<file path="src/rtl/add_arb_pkg.sv">
// Shared constants for the round-robin adder arbiter: state encoding and datapath width.
package add_arb_pkg;

    localparam int WIDTH = 8;

    typedef enum logic [1:0] {
        IDLE = 2'd0,
        EXEC = 2'd1,
        DONE = 2'd2
    } state_t;

endpackage

</file>
<file path="src/rtl/add8_core.sv">
// Registered 8-bit ripple-carry adder; result appears one cycle after en, holds while en is low.
module add8_core
    import add_arb_pkg::*;
(
    input  logic             clk,
    input  logic             rst_n,
    input  logic             en,
    input  logic [WIDTH-1:0] a,
    input  logic [WIDTH-1:0] b,
    output logic [WIDTH-1:0] sum,
    output logic             cout
);

    logic [WIDTH-1:0] w_s;
    logic             w_c;
    logic [WIDTH-1:0] r_sum;
    logic             r_cout;

    always_comb begin
        w_s = '0;
        w_c = 1'b0;
        for (int i = 0; i < WIDTH; i++) begin
            w_s[i] = a[i] ^ b[i] ^ w_c;
            w_c    = (a[i] & b[i]) | (w_c & (a[i] ^ b[i]));
        end
    end

    always_ff @(posedge clk or negedge rst_n) begin
        if (!rst_n) begin
            r_sum  <= '0;
            r_cout <= 1'b0;
        end else if (en) begin
            r_sum  <= w_s;
            r_cout <= w_c;
        end
    end

    assign sum  = r_sum;
    assign cout = r_cout;

endmodule

</file>
<file path="src/rtl/add_arb_rr.sv">
// Round-robin share of one registered adder among NREQ level requesters.
// Grant one cycle after the request is sampled, done pulse one cycle later; losers wait while holding req.
module add_arb_rr
    import add_arb_pkg::*;
#(
    parameter int NREQ  = 4,
    parameter int WIDTH = 8
) (
    input  logic                  clk,
    input  logic                  rst_n,
    input  logic [NREQ-1:0]       req,
    input  logic [NREQ*WIDTH-1:0] a_in,
    input  logic [NREQ*WIDTH-1:0] b_in,
    output logic [NREQ-1:0]       gnt,
    output logic [NREQ-1:0]       done,
    output logic [WIDTH-1:0]      sum_out,
    output logic                  cout,
    output logic                  busy
);

    localparam int IW = (NREQ > 1) ? $clog2(NREQ) : 1;

    state_t           r_state;
    logic [IW-1:0]    r_ptr;
    logic [IW-1:0]    r_idx;
    logic [NREQ-1:0]  r_gnt;
    logic [NREQ-1:0]  r_done;
    logic [WIDTH-1:0] r_a;
    logic [WIDTH-1:0] r_b;

    logic             w_any;
    logic [IW-1:0]    w_win;
    logic [IW-1:0]    w_j;
    logic             w_en;

    // Rotated priority search: first requester at or after r_ptr wins.
    always_comb begin
        w_any = 1'b0;
        w_win = '0;
        w_j   = '0;
        for (int k = 0; k < NREQ; k++) begin
            w_j = IW'((int'(r_ptr) + k) % NREQ);
            if (!w_any && req[w_j]) begin
                w_any = 1'b1;
                w_win = w_j;
            end
        end
    end

    always_ff @(posedge clk or negedge rst_n) begin
        if (!rst_n) begin
            r_state <= IDLE;
            r_ptr   <= '0;
            r_idx   <= '0;
            r_gnt   <= '0;
            r_done  <= '0;
            r_a     <= '0;
            r_b     <= '0;
        end else begin
            case (r_state)
                IDLE: begin
                    if (w_any) begin
                        r_state <= EXEC;
                        r_idx   <= w_win;
                        r_gnt   <= NREQ'(1) << w_win;
                        r_a     <= a_in[w_win*WIDTH +: WIDTH];
                        r_b     <= b_in[w_win*WIDTH +: WIDTH];
                    end
                end
                EXEC: begin
                    r_state <= DONE;
                    r_done  <= r_gnt;
                end
                DONE: begin
                    r_state <= IDLE;
                    r_done  <= '0;
                    r_gnt   <= '0;
                    r_ptr   <= (r_idx == IW'(NREQ - 1)) ? '0 : r_idx + 1'b1;
                end
                default: begin
                    r_state <= IDLE;
                    r_done  <= '0;
                    r_gnt   <= '0;
                end
            endcase
        end
    end

    assign w_en = (r_state == EXEC);

    add8_core u_add8_core (
        .clk   (clk),
        .rst_n (rst_n),
        .en    (w_en),
        .a     (r_a),
        .b     (r_b),
        .sum   (sum_out),
        .cout  (cout)
    );

    assign gnt  = r_gnt;
    assign done = r_done;
    assign busy = (r_state != IDLE);

endmodule

</file>
<file path="config.mk">
export PLATFORM = sky130hd
export DESIGN_NAME = add_arb_rr
export DESIGN_NICKNAME = d
export VERILOG_FILES = /design/src/rtl/add_arb_pkg.sv /design/src/rtl/add8_core.sv /design/src/rtl/add_arb_rr.sv
export SDC_FILE = /design/constraint.sdc
export NUM_CORES = 1
export LEC_CHECK = 0
export ABC_CLOCK_PERIOD_IN_PS = 4400
export BUFFER_PORTS_ARGS = -buffer_cell sky130_fd_sc_hd__buf_2
export CORE_ASPECT_RATIO = 1.75
export CORE_MARGIN = 4
export CORE_UTILIZATION = 49
export DETAILED_ROUTE_END_ITERATION = 8
export PLACE_DENSITY = 0.84
export SLEW_MARGIN = 10
export SYNTH_ARGS = -nofsm -noshare
export SYNTH_HDL_FRONTEND = slang
export SYNTH_HIERARCHICAL = 1
export SYNTH_SLANG_ARGS = --single-unit
</file>
<file path="constraint.sdc">
create_clock -name clk -period 4.4 [get_ports clk]
set_clock_uncertainty 0.05 [all_clocks]
set_input_delay 0.22 -clock clk [delete_from_list [all_inputs] [get_ports clk]]
set_output_delay 0.22 -clock clk [all_outputs]
set_load 0.01 [all_outputs]
</file>
; ---- Yosys cells after proc, flatten, opt, wreduce, memory -nomap -nowiden
; Index checks and enable logic that the tools add are counted.
[totals]
word_cells = 94
out_inout_bits = 18
register_bits = 39
inputBits = 70
[op_classes]
n_reduce_logical = 10
eq_ne = 4
n_shift = 3
magnitude_cmp = 4
bitwise = 38
n_mux = 22
addsub = 4
[op_table]
columns = op, n
row1 = indexed part select 32 x 6 -> 8 bit, 2
row2 = one-hot mux 4 bit (2 select lines), 2
row3 = bitwise AND 1 bit, 15
row4 = bitwise XOR 1 bit, 15
row5 = < comparator 2 x 3 -> 1 bit (second input constant), 4
row6 = 2-to-1 mux 2 bit, 6
row7 = binary-select mux 1 bit (select 2 bit), 4
row8 = 2-to-1 mux 1 bit, 8
row9 = bitwise OR 1 bit, 7
row10 = adder 2 x 1 -> 2 bit (second input constant), 2
row11 = adder 2 bit (second input constant), 2
row12 = == test 2 bit (second input constant), 2
row13 = 2-to-1 mux 4 bit, 1
row14 = one-hot mux 2 bit (2 select lines), 1
row15 = AND reduction 2 bit, 2
row16 = << shifter 1 x 2 -> 4 bit (first input constant), 1
row17 = logical AND 1 bit, 3
row18 = logical NOT 1 bit, 3
row19 = == test 2 x 1 -> 1 bit (second input constant), 1
row20 = logical NOT 2 bit, 1
row21 = != test 2 bit (second input constant), 1
row22 = nonzero test 2 bit, 1
row23 = inverter 1 bit, 1

; ---- Logic depth before layout (Yosys ltp)
[logic_depth]
word_depth = 15
mapped_depth = 12
mapped_depth_nobuf = 12

; ---- Hierarchy
; Netlist, hierarchy kept.
[by_module_without_submodules]
columns = mod, area_each_um2, cells_each, seq_area_each_um2, n_inst
row1 = add_arb_rr, 1824.2, 180, 750.7, 1
row2 = add8_core, 546.8, 37, 225.2, 1

; ---- Worst setup path after synthesis
; OpenSTA, ideal clock, no wires.
[synth_path]
path_kind = reg2reg
from = register r_a[0]
to = register u_add8_core.r_sum[7], in the netlist u_add8_core/sum[7]
required_ps = 4271
setup_slack_ps = 1045
setup_ps = 79
t_arrival_ps = 3226
stages_incl_launch_ff = 13
n_path_buf = 0
synth_period_minus_slack_ps = 3355
path_cell_list = dfrtp_1 -> ha_1 -> inv_1 -> fa_1 -> inv_1 -> fa_1 -> fa_1 -> fa_1 -> fa_1 -> fa_1 -> inv_1 -> fa_1 -> mux2i_1
[synth_between]
elab_chain_len = 14
[synth_rtl]
columns = element, line
row1 = "start, declared", add_arb_rr.sv:28  ; logic [WIDTH-1:0] r_a;
row2 = "start signal, assigned", add_arb_rr.sv:66  ; r_a <= a_in[w_win*WIDTH +: WIDTH];
row3 = bitwise AND 1 bit (2 in a row), add8_core.sv:24  ; w_c = (a[i] & b[i]) | (w_c & (a[i] ^ b[i]));
row4 = bitwise OR 1 bit, add8_core.sv:24
row5 = bitwise AND 1 bit, add8_core.sv:24
row6 = bitwise OR 1 bit, add8_core.sv:24
row7 = bitwise AND 1 bit, add8_core.sv:24
row8 = bitwise OR 1 bit, add8_core.sv:24
row9 = bitwise AND 1 bit, add8_core.sv:24
row10 = bitwise OR 1 bit, add8_core.sv:24
row11 = bitwise AND 1 bit, add8_core.sv:24
row12 = bitwise OR 1 bit, add8_core.sv:24
row13 = bitwise AND 1 bit, add8_core.sv:24
row14 = bitwise OR 1 bit, add8_core.sv:24
row15 = bitwise XOR 1 bit, add8_core.sv:23  ; w_s[i] = a[i] ^ b[i] ^ w_c;
row16 = "end signal, assigned", add8_core.sv:33  ; r_sum <= w_s;
row17 = "end, declared", add8_core.sv:16  ; logic [WIDTH-1:0] r_sum;
; No other way between the ends.
; A chain may end at the register's enable or synchronous reset.

; ---- Worst setup path after layout
; Ends and elaborated chain as after synthesis.

==> impl_metrics.env <==
export IMPL_synth_area_top_cells="sky130_fd_sc_hd__dfrtp_1 (41%), sky130_fd_sc_hd__nor2_1 (6.6%), sky130_fd_sc_hd__fa_1 (5.9%)"
export IMPL_yosys_cell_types_count=33
export IMPL_comb_power_share_pct=51.9
export IMPL_cts_buffer_depth=2
export IMPL_worst_skew_pair_late_latency_ns=0.29
export IMPL_worst_path_largest_cell_delay_ns=0.41
export IMPL_internal_power_mw=1.23
export IMPL_cap_viol_max_count=0
export IMPL_nNetsFinal=376
export IMPL_layout_common_cells="sky130_fd_sc_hd__buf_2 (87), sky130_fd_sc_hd__nor2_1 (42), sky130_fd_sc_hd__dfrtp_1 (39)"
export IMPL_worst_hold_path_type="input pin to async pin"
export IMPL_seqCellArea_sq_um=976
export IMPL_power_per_cell_area_nw_per_um2=714
export IMPL_syn_mean_instance_area_sq_um=10.9
export IMPL_first_pass_grt_wire_length_um=9140
export IMPL_outcome="finished, violations left"
export IMPL_place_hpwl_um=4230
export IMPL_cellLeakagePower_nw=1.40
export IMPL_hold_violation_count_in_the_final_report=7
export IMPL_drt_antenna_violating_nets=0
export IMPL_resized_gates_after_cts=0
export IMPL_total_global_routing_overflow=0
export IMPL_drive_above_1_share_pct=41.3
export IMPL_crit_buf_inv=3
export IMPL_netlist_area_leader_share_pct=41.2
export IMPL_netlist_top_cell_by_area="sky130_fd_sc_hd__dfrtp_1"
export IMPL_worstSetupEndpointType="flop"
export IMPL_netlist_instances=217
export IMPL_routabilityCongestion=0.810
export IMPL_synthToLayoutAreaGrowth_pct=22.4
export IMPL_drt_initial_drc_count=29
export IMPL_final_period_utilization_pct=80.8
export IMPL_post_route_drc_violation_count=0
export IMPL_core_area_sq_um=4710
export IMPL_pwr_share_seq_pct=33.1
export IMPL_finalWorstPathRequiredPeriod_ns=3.55
export IMPL_cpMaxStageDelayCell="sky130_fd_sc_hd__fa_1"
export IMPL_antenna_diode_count=0
export IMPL_die_width_um=60.6
export IMPL_grt_max_degree=40
export IMPL_fmaxAchievable_mhz=281
export IMPL_wire_per_inst_um=16.1
export IMPL_post_route_util_pct=61.7
export IMPL_cp_cell_sequence="ha_1, inv_1, fa_1, inv_1, fa_1, fa_1, fa_1, fa_1, fa_1, inv_1, fa_1, mux2i_1"
export IMPL_globalRouteTotalUtil_pct=19.8
export IMPL_die_y_um=100
export IMPL_ir_drop_v=0.000523
export IMPL_design_die_area_sq_um=6060
export IMPL_clock_power_share_pct=15.0
export IMPL_port_buffer_count=87
export IMPL_initial_core_util_pct=50.4
export IMPL_p_sw_mw=0.844
export IMPL_design_portCount=88
export IMPL_critical_path_most_common_cell="sky130_fd_sc_hd__fa_1"
export IMPL_grt_setup_unrepaired="no"
export IMPL_vias_per_std_cell=5.58
export IMPL_finalWorstSetupSlack_ns=0.845
export IMPL_power_switching_fraction_pct=40.7
export IMPL_layout_commonest_cell="sky130_fd_sc_hd__buf_2"
export IMPL_max_slew_worst_pin_slew_ns=1.08
export IMPL_synthesis_area_sq_um=2370
export IMPL_finalSetupViolations=0
export IMPL_antenna_found_initial=0
export IMPL_h_tree_depth=2
export IMPL_cts_post_setup_buffers_inserted=0
export IMPL_route_final_wire_length_um=5640
export IMPL_ctsHoldBuffers=0
export IMPL_number_of_register_bits_inferred_by_synthesis=39
export IMPL_postSynthNetCount=296
export IMPL_timing_critical_path_from_type="flop"
export IMPL_cp_data_arrival_time_ns=3.71
export IMPL_synth_warnings=6
export IMPL_hold_worst_slack_ns=-0.00817
export IMPL_synth_yosys_seq_area_share_pct=41.2
export IMPL_fin_tns_setup_ns=0
export IMPL_first_global_vias=2008
export IMPL_standard_cell_rows=33
export IMPL_dr_pass1_iters=5
export IMPL_max_slew_headroom_at_the_worst_pin_pct=28.0
export IMPL_finalMaxSlewViolations=0
export IMPL_layout_filler_cells=415
export IMPL_cts_buf_count=5
export IMPL_clock_tree_from_tritoncts="yes"
export IMPL_multi_input_area_sq_um=1260
export IMPL_root_buffer="sky130_fd_sc_hd__clkbuf_8"
export IMPL_critical_path_required_ns=4.56
export IMPL_vias=1953
export IMPL_path_max_fanout=2
export IMPL_post_layout_total_power_mw=2.07
export IMPL_sink_count=39
export IMPL_clkTransAtPathRegs_ns=0.08
export IMPL_critical_path_class="flop to flop"
export IMPL_worst_path_dominant_cell_family="adder cells"
export IMPL_place_worst_setup_slack_ns=0.861
export IMPL_failing_checks="hold timing"
[per-stage QoR]
step	instance area, sq um	instances
6_report	2900	350
3_3_place_gp	2790	342
3_5_place_dp	2790	342
2_1_floorplan	2370	217
4_1_cts	2900	350
5_1_grt	2900	350
[kinds of logic (layout without fill, tap and decap cells)]
| group | Yosys count | in the layout | synth area share (%) |
|---|---|---|---|
| AO/OA/AOI/OAI | 50 | 50 | 20.1 |
| adder cells (fa/ha/maj) | 9 | 9 | 6.97 |
| buffers and inverters | 28 | 109 | 5.86 |
| flip-flops | 39 | 39 | 41.2 |
| multiplexers | 30 | 30 | 14.8 |
| AND/OR/NAND/NOR | 61 | 61 | 11.1 |
[state kept, by name (all words and copies together) (netlist names)]
signal            cells
r_ptr                 2
u_add8_core/cout      1
r_a                   8
u_add8_core/sum       8
r_state               2
done                  4
gnt                   4
r_b                   8
r_idx                 2
[path summary, 6_finish.rpt]
path / startpoint / endpoint / slack (ns) / cells after the start
max reg2reg: r_a[0]$_DFFE_PN0P_ / u_add8_core/sum[7]$_DFFE_PN0P_ / 0.85 / 12
max: r_a[0]$_DFFE_PN0P_ / u_add8_core/sum[7]$_DFFE_PN0P_ / 0.85 / 12
min: rst_n / done[2]$_DFFE_PN0N_ / -0.008 / 1
max in group asynchronous: rst_n / u_add8_core/sum[7]$_DFFE_PN0P_ / 3.75 / 1
min reg2reg: u_add8_core/sum[4]$_DFFE_PN0P_ / u_add8_core/sum[4]$_DFFE_PN0P_ / 0.46 / 1
min in group clk: b_in[6] / r_b[6]$_DFFE_PN0P_ / 0.15 / 3
[area by class of cell]
class	count	share of cell area [%]
Sequential cell	39	33.6
Clock buffer	6	2.84
Timing Repair Buffer	87	15.0
Inverter	14	1.81
Tap cell	52	2.24
Clock inverter	2	1.21
Multi-Input combinational cell	150	43.3
[power by group through the flow]
stage / clock (mW) / combinational (mW) / sequential, mW
after floorplan: 0 / 0.829 / 0.672
after global placement: 0 / 1.03 / 0.684
after detailed placement: 0 / 1.09 / 0.693
after CTS: 0.314 / 1.09 / 0.686
after global routing: 0.331 / 1.20 / 0.712
final: 0.310 / 1.08 / 0.686
[synthesized netlist by cell type, drive strengths merged]
cell,n
nand2b,4
nor2,42
buf,10
ha,2
fa,7
o221ai,3
a32o,1
o21ai,4
and3,1
a22o,2
a21oi,5
nor2b,4
mux2,23
or2,2
o31ai,1
a311o,1
mux2i,7
o2bb2ai,16
dfrtp,39
nand2,6
clkbuf,4
o22ai,1
inv,14
a221oi,16
nand3b,1
nor4,1
[layer usage]
layer	GRT usage (%)	up-vias	share of wire, %
met2	31.9	71	51
met5	0	-	0
li1	-	939	-
met4	8.51	0	2.2
met1	25.4	935	41
met3	3.60	8	5.8
(Power assumes the default switching activity.)
